===== src/rtl/aes_stream_pkg.sv =====
// Shared types and widths for the AES stream adapter.
package aes_stream_pkg;

  localparam int BEAT_W             = 64;
  localparam int BLOCK_W            = 128;
  localparam int TIMEOUT_CYCLES_DEF = 1024;

  typedef enum logic [2:0] {
    ST_IDLE,
    ST_LO,
    ST_START,
    ST_WAIT,
    ST_OUT_LO,
    ST_OUT_HI
  } state_e;

endpackage


===== src/rtl/aes_stream_adapter.sv =====
// Collects two 64-bit beats into one AES block and starts the core.
// Waits for the core's result and returns it as two 64-bit beats.
// Handles one block at a time. Flags framing errors and core timeouts.
module aes_stream_adapter
  import aes_stream_pkg::*;
#(
  parameter int TIMEOUT_CYCLES = TIMEOUT_CYCLES_DEF
) (
  input  logic               clk,
  input  logic               rst_n,
  input  logic [BEAT_W-1:0]  s_tdata,
  input  logic               s_tvalid,
  output logic               s_tready,
  input  logic               s_tlast,
  input  logic               s_tuser,
  input  logic [BLOCK_W-1:0] key_i,
  output logic               aes_start_o,
  output logic               aes_decrypt_o,
  output logic [BLOCK_W-1:0] aes_data_o,
  output logic [BLOCK_W-1:0] aes_key_o,
  input  logic [BLOCK_W-1:0] aes_data_i,
  input  logic               aes_ready_i,
  output logic [BEAT_W-1:0]  m_tdata,
  output logic               m_tvalid,
  input  logic               m_tready,
  output logic               m_tlast,
  output logic               proto_err_o,
  output logic               timeout_o,
  output logic               busy_o
);

  localparam int               CNT_W    = $clog2(TIMEOUT_CYCLES + 1);
  localparam logic [CNT_W-1:0] CNT_LAST = CNT_W'(TIMEOUT_CYCLES - 1);

  state_e               state, state_next;
  logic [CNT_W-1:0]     cnt;
  logic [BLOCK_W-1:0]   result;
  logic                 s_hs, m_hs;
  logic                 cap_lo, cap_hi, cap_res;
  logic                 cnt_clr, cnt_inc;
  logic                 proto_err_next, timeout_next, s_tready_next;

  assign s_hs = s_tvalid & s_tready;
  assign m_hs = m_tvalid & m_tready;

  // State register.
  // NOTE: every clocked assignment is non-blocking so all registers update
  // together from pre-edge values, independent of statement order.
  always_ff @(posedge clk or negedge rst_n) begin
    if (!rst_n) state <= ST_IDLE;
    else        state <= state_next;
  end

  // Next-state decode and per-cycle datapath strobes.
  always_comb begin
    // NOTE: every signal gets a default before the case statement. A path
    // that leaves a signal unassigned would otherwise infer a latch.
    state_next     = state;
    cap_lo         = 1'b0;
    cap_hi         = 1'b0;
    cap_res        = 1'b0;
    cnt_clr        = 1'b0;
    cnt_inc        = 1'b0;
    proto_err_next = 1'b0;
    timeout_next   = 1'b0;
    case (state)
      ST_IDLE: begin
        if (s_hs) begin
          if (s_tlast) begin
            proto_err_next = 1'b1;           // lone last beat: drop it
          end else begin
            cap_lo     = 1'b1;
            state_next = ST_LO;
          end
        end
      end
      ST_LO: begin
        if (s_hs) begin
          cap_hi         = 1'b1;
          proto_err_next = ~s_tlast;         // flagged, block still runs
          state_next     = ST_START;
        end
      end
      ST_START: begin
        cnt_clr    = 1'b1;
        state_next = ST_WAIT;
      end
      ST_WAIT: begin
        if (aes_ready_i) begin
          cap_res    = 1'b1;
          state_next = ST_OUT_LO;
        end else if (cnt == CNT_LAST) begin
          timeout_next = 1'b1;
          state_next   = ST_IDLE;
        end else begin
          cnt_inc = 1'b1;
        end
      end
      ST_OUT_LO: if (m_hs) state_next = ST_OUT_HI;
      ST_OUT_HI: if (m_hs) state_next = ST_IDLE;
      default:   state_next = ST_IDLE;
    endcase
  end

  // Input ready is registered so it stays low through reset and rises one edge later.
  assign s_tready_next = (state_next == ST_IDLE) || (state_next == ST_LO);

  // Block/key/result capture, timeout counter and registered status pulses.
  // NOTE: the latched block, key and result are reset as well. They drive
  // ports that must read zero during reset, so they are not plain storage.
  always_ff @(posedge clk or negedge rst_n) begin
    if (!rst_n) begin
      aes_data_o    <= '0;
      aes_key_o     <= '0;
      aes_decrypt_o <= 1'b0;
      result        <= '0;
      cnt           <= '0;
      s_tready      <= 1'b0;
      proto_err_o   <= 1'b0;
      timeout_o     <= 1'b0;
    end else begin
      s_tready    <= s_tready_next;
      proto_err_o <= proto_err_next;
      timeout_o   <= timeout_next;
      if (cap_lo) begin
        aes_data_o[BEAT_W-1:0] <= s_tdata;
        aes_key_o              <= key_i;
        aes_decrypt_o          <= s_tuser;
      end
      if (cap_hi)  aes_data_o[BLOCK_W-1:BEAT_W] <= s_tdata;
      if (cap_res) result <= aes_data_i;
      if (cnt_clr)      cnt <= '0;
      else if (cnt_inc) cnt <= cnt + 1'b1;   // stops at CNT_LAST, never wraps
    end
  end

  // Output decode from the state and the held result.
  assign aes_start_o = (state == ST_START);
  assign busy_o      = (state != ST_IDLE);
  assign m_tvalid    = (state == ST_OUT_LO) || (state == ST_OUT_HI);
  assign m_tlast     = (state == ST_OUT_HI);
  assign m_tdata     = m_tlast ? result[BLOCK_W-1:BEAT_W] : result[BEAT_W-1:0];

endmodule

===== config.mk =====
export PLATFORM = sky130hd
export DESIGN_NAME = aes_stream_adapter
export DESIGN_NICKNAME = d
export VERILOG_FILES = /design/src/rtl/aes_stream_pkg.sv /design/src/rtl/aes_stream_adapter.sv
export SDC_FILE = /design/constraint.sdc
export NUM_CORES = 1
export LEC_CHECK = 0
export ABC_CLOCK_PERIOD_IN_PS = 2250
export BUFFER_PORTS_ARGS = -buffer_cell sky130_fd_sc_hd__buf_2
export CORE_ASPECT_RATIO = 0.6
export CORE_UTILIZATION = 30
export CTS_CLUSTER_DIAMETER = 150
export DETAILED_ROUTE_END_ITERATION = 16
export PLACE_DENSITY = 0.59
export SYNTH_ARGS = -nofsm -noshare
export SYNTH_HDL_FRONTEND = slang
export SYNTH_SLANG_ARGS = --single-unit
export TNS_END_PERCENT = 5

===== constraint.sdc =====
create_clock -name clk -period 2.25 [get_ports clk]
set_clock_uncertainty 0.15 [all_clocks]
set_input_delay 0.225 -clock clk [delete_from_list [all_inputs] [get_ports clk]]
set_output_delay 0.225 -clock clk [all_outputs]
set_load 0.03 [all_outputs]

==> out/qor_table.md <==
| Parameter | Reported |
|---|---|
| Outcome | finished with violations |
| Violations in the final reports | setup timing |
| Placed Instance Area | 20800 sq um |
| Largest net degree at the start of global routing | 79 |
| Aggregate routed wire length | 51.8 mm |
| Number of placement rows | 66 |
| Post-synth design cell area | 16500 sq um |
| Routed wirelength normalized by instance count | 19.0 um |
| Antenna violations before repair | 1 |
| Seq cells post-synth | 402 |
| Total global-route track usage | 18.0% |
| Core footprint | 54300 sq um |
| Detailed placer's ending HPWL | 35.1 mm |
| Count of endpoints failing setup in the final report | 65 |
| Total placed cells including tap cells | 2330 |
| Clock Latency Late Sink | 0.55 ns |
| Max clock buf depth | 3 |
| Count of port buffers added during placement | 654 |
| Primary FF master, synth | sky130_fd_sc_hd__dfrtp_1 |
| EDFF count, synth | 0 |
| Total count of max-transition violations in the final report | 0 |
| Met3 WL | 2.15 mm |
| Distinct cell type count of the synthesized netlist | 39 |
| Cell area after layout | 25900 sq um |
| Number of buffers inserted during clock tree synthesis | 41 |
| HP Class | input port to async pin |
| Met1 WL | 21.8 mm |
| Setup CP Type | flip-flop to primary output |
| Global-route wire length before repair | 78.7 mm |
| Slew of the pin with the lowest slew margin | 0.515 ns |
| Sequential element share of the synthesized area | 60.8% |
| Share of flip-flops with an asynchronous set or reset | 100% |
| TritonCTS Sinks | 402 |
| Initial Utilization | 30.4% |
| Area enclosed by the die boundary | 56100 sq um |
| Worst setup slack for register-to-register paths | 0.05 ns |
| Drt drc | 0 |
| F_max | 0.409 GHz |
| Relative slew slack | 65.3% |
| Synthesis-to-finish area growth | 56.5% |
| Crit. End Element | primary output |
| Diodes inserted | 0 |
| Total overflow reported by the global router | 0 |
| Post-synthesis area per instance | 16.8 sq um |
| Top Layer Used | met5 |
| TritonCTS clock tree | yes |
| Die extent in x | 305 um |
| Max-cap violations | 0 |
| Gate Count Post-Synth | 983 |
| Required time of the critical path | 1.88 ns |
| NumNets Final | 2319 |
| PnR worst setup slack | -0.195 ns |
| Yosys warning count | 0 |
| Length of the first detailed-routing pass in iterations | 6 |
| Final worst-path cycle share | 109% |
| Cell chosen for the clock root | sky130_fd_sc_hd__clkbuf_16 |
| Via count of the first global-routing pass | 13300 |
| Most common cell after layout, fill and taps aside | sky130_fd_sc_hd__buf_2 |
| Static leakage | 0.0129 uW |
| Worst slack at placement | 0.0799 ns |
| H-Tree Depth | 2 |
| Antenna Violating Nets Remaining | 0 |
| CTS clk-pin slew, worst paths | 0.06 ns |
| Launch instance of the worst register-to-register path | state[1]$_DFF_PN0_ |
| Fraction of final layout cells sized beyond drive strength 1 | 60.1% |
| Crit path launch type | flip-flop |
| Filler Cell Count | 4740 |
| Amount of wire on met2 after detailed routing | 26.7 mm |
| Final cell count without fillers | 2734 |
| Vias per cell | 4.39 |
| Commonest non-fill, non-tap cells in the layout | sky130_fd_sc_hd__buf_2, sky130_fd_sc_hd__dfrtp_1, sky130_fd_sc_hd__dlygate4sd3_1 |
| Via count of the routed design | 12000 |
| Final hold violation count | 0 |
| RSZ-0062 raised after global routing | true |
| VDD IR max | 0.899 mV |
| Overall die height | 184 um |
| Cell taking the most area after synthesis | sky130_fd_sc_hd__dfrtp_1 |
| Critical path fanouts, max | 16 |
| Starting DRC count in detailed routing | 524 |
| Number of ports placed on the die boundary | 655 |
| RD Place Congestion | 0.809 |
| Tmin final | 2.44 ns |
| Total power divided by cell area | 1490 nW/um^2 |
| Launch point of the worst path | state[1]$_DFF_PN0_ |
| Post-Syn Nets | 1311 |
| Synth area leaders | sky130_fd_sc_hd__dfrtp_1, sky130_fd_sc_hd__mux2_2, sky130_fd_sc_hd__mux2_4, sky130_fd_sc_hd__buf_6, sky130_fd_sc_hd__clkbuf_1 |
| Top cell type's share of synthesized area | 60.8% |
| Data arrival at the endpoint of the critical path | 2.07 ns |
| Hold WS | 0.0412 ns |
==> final timing paths <==
kind,endpoint,cells after the start
max,m_tdata[28],6
min,aes_data_o[38]$_DFFE_PN0P_,2
max reg2reg,aes_key_o[75]$_DFFE_PN0P_,4
min reg2reg,aes_data_o[127]$_DFFE_PN0P_,1
max in group asynchronous,aes_data_o[90]$_DFFE_PN0P_,3
min in group clk,timeout_o$_DFF_PN0_,3
==> cells by family (layout without fill, tap and decap cells) <==
logic type	Yosys count	after routing	share of synthesized area (%)
compound gates	17	17	0.696
xor+xnor	2	2	0.106
fa+ha+maj	1	1	0.0757
buf+inv	58	1095	2.33
flops	402	402	60.8
mux	450	450	34.2
simple gates	53	53	1.70
==> worst max-delay path, stage by stage (launching register included) <==
cell                      delay (ns)
sky130_fd_sc_hd__dfrtp_1        0.39
sky130_fd_sc_hd__buf_6          0.14
sky130_fd_sc_hd__nor2b_4        0.18
sky130_fd_sc_hd__nand2_8        0.13
sky130_fd_sc_hd__buf_16         0.21
sky130_fd_sc_hd__mux2_2         0.30
sky130_fd_sc_hd__buf_6          0.15
==> routing by layer <==
layer	vias up	global-route usage [%]
met4	2	5.45
met5	-	0
met3	85	3.82
li1	5526	-
met2	279	31.2
met1	6097	22.6
==> registers in the layout, summed over array words and instances (netlist names) <==
register / flops
proto_err_o: 1
result: 128
aes_decrypt_o: 1
aes_data_o: 128
aes_key_o: 128
cnt: 11
timeout_o: 1
state: 3
s_tready: 1
==> what timing repair did <==
action | 4_1_cts | 5_1_grt
hold buffers | 326 | 0
setup buffers | 3 | 0
endpoints found under the hold margin | 791 | 0
resized for setup | 137 | 2
cloned | 3 | 0
setup endpoints to repair | 66 | 66
==> stage by stage <==
| step | total power, uW | setup TNS (ns) | util [%] |
|---|---|---|---|
| 3_3_place_gp | 30000 | 0 | 38.3 |
| 4_1_cts | 38900 | -14.56 | 47.6 |
| 5_1_grt | 40400 | -18.23 | 47.6 |
| 6_report | 38700 | -11.15 | 47.6 |
| 3_5_place_dp | 30400 | 0 | 38.3 |
| 2_1_floorplan | 24900 | 0 | - |
==> where the power goes <==
| group | switching (uW) | internal, uW |
|---|---|---|
| sequential | 1990 | 10800 |
| clock | 2920 | 3770 |
| combinational | 10800 | 8400 |
| total | 15700 | 23000 |
==> area by class of cell <==
| type | instances | area (sq um) | area share, % |
|---|---|---|---|
| well taps | 714 | 893 | 3.45 |
| flip-flops and latches | 402 | 10100 | 38.9 |
| clock buffers | 62 | 1230 | 4.74 |
| clock inverters | 10 | 66.3 | 0.256 |
| inverters | 3 | 13.8 | 0.0532 |
| repair buffers | 1020 | 7490 | 28.9 |
| multi-input cells | 523 | 6130 | 23.7 |
==> cells in the mapped netlist (2+ instances only) <==
| library cell | n |
|---|---|
| sky130_fd_sc_hd__or3_1 | 4 |
| sky130_fd_sc_hd__buf_1 | 3 |
| sky130_fd_sc_hd__a31o_2 | 2 |
| sky130_fd_sc_hd__mux2_2 | 290 |
| sky130_fd_sc_hd__nand2_1 | 16 |
| sky130_fd_sc_hd__a21oi_1 | 3 |
| sky130_fd_sc_hd__o21ai_0 | 3 |
| sky130_fd_sc_hd__o211ai_1 | 3 |
| sky130_fd_sc_hd__inv_1 | 3 |
| sky130_fd_sc_hd__nor3_1 | 5 |
| sky130_fd_sc_hd__buf_2 | 13 |
| sky130_fd_sc_hd__clkbuf_1 | 20 |
| sky130_fd_sc_hd__buf_6 | 18 |
| sky130_fd_sc_hd__nor2_1 | 7 |
| sky130_fd_sc_hd__nor4_1 | 3 |
| sky130_fd_sc_hd__nand3b_1 | 2 |
| sky130_fd_sc_hd__nand3_1 | 4 |
| sky130_fd_sc_hd__and3_1 | 2 |
| sky130_fd_sc_hd__mux2_4 | 159 |
| sky130_fd_sc_hd__dfrtp_1 | 402 |
| sky130_fd_sc_hd__nand4_1 | 2 |
| sky130_fd_sc_hd__a31oi_1 | 2 |
Note: power is estimated with default switching activity, not from simulation.
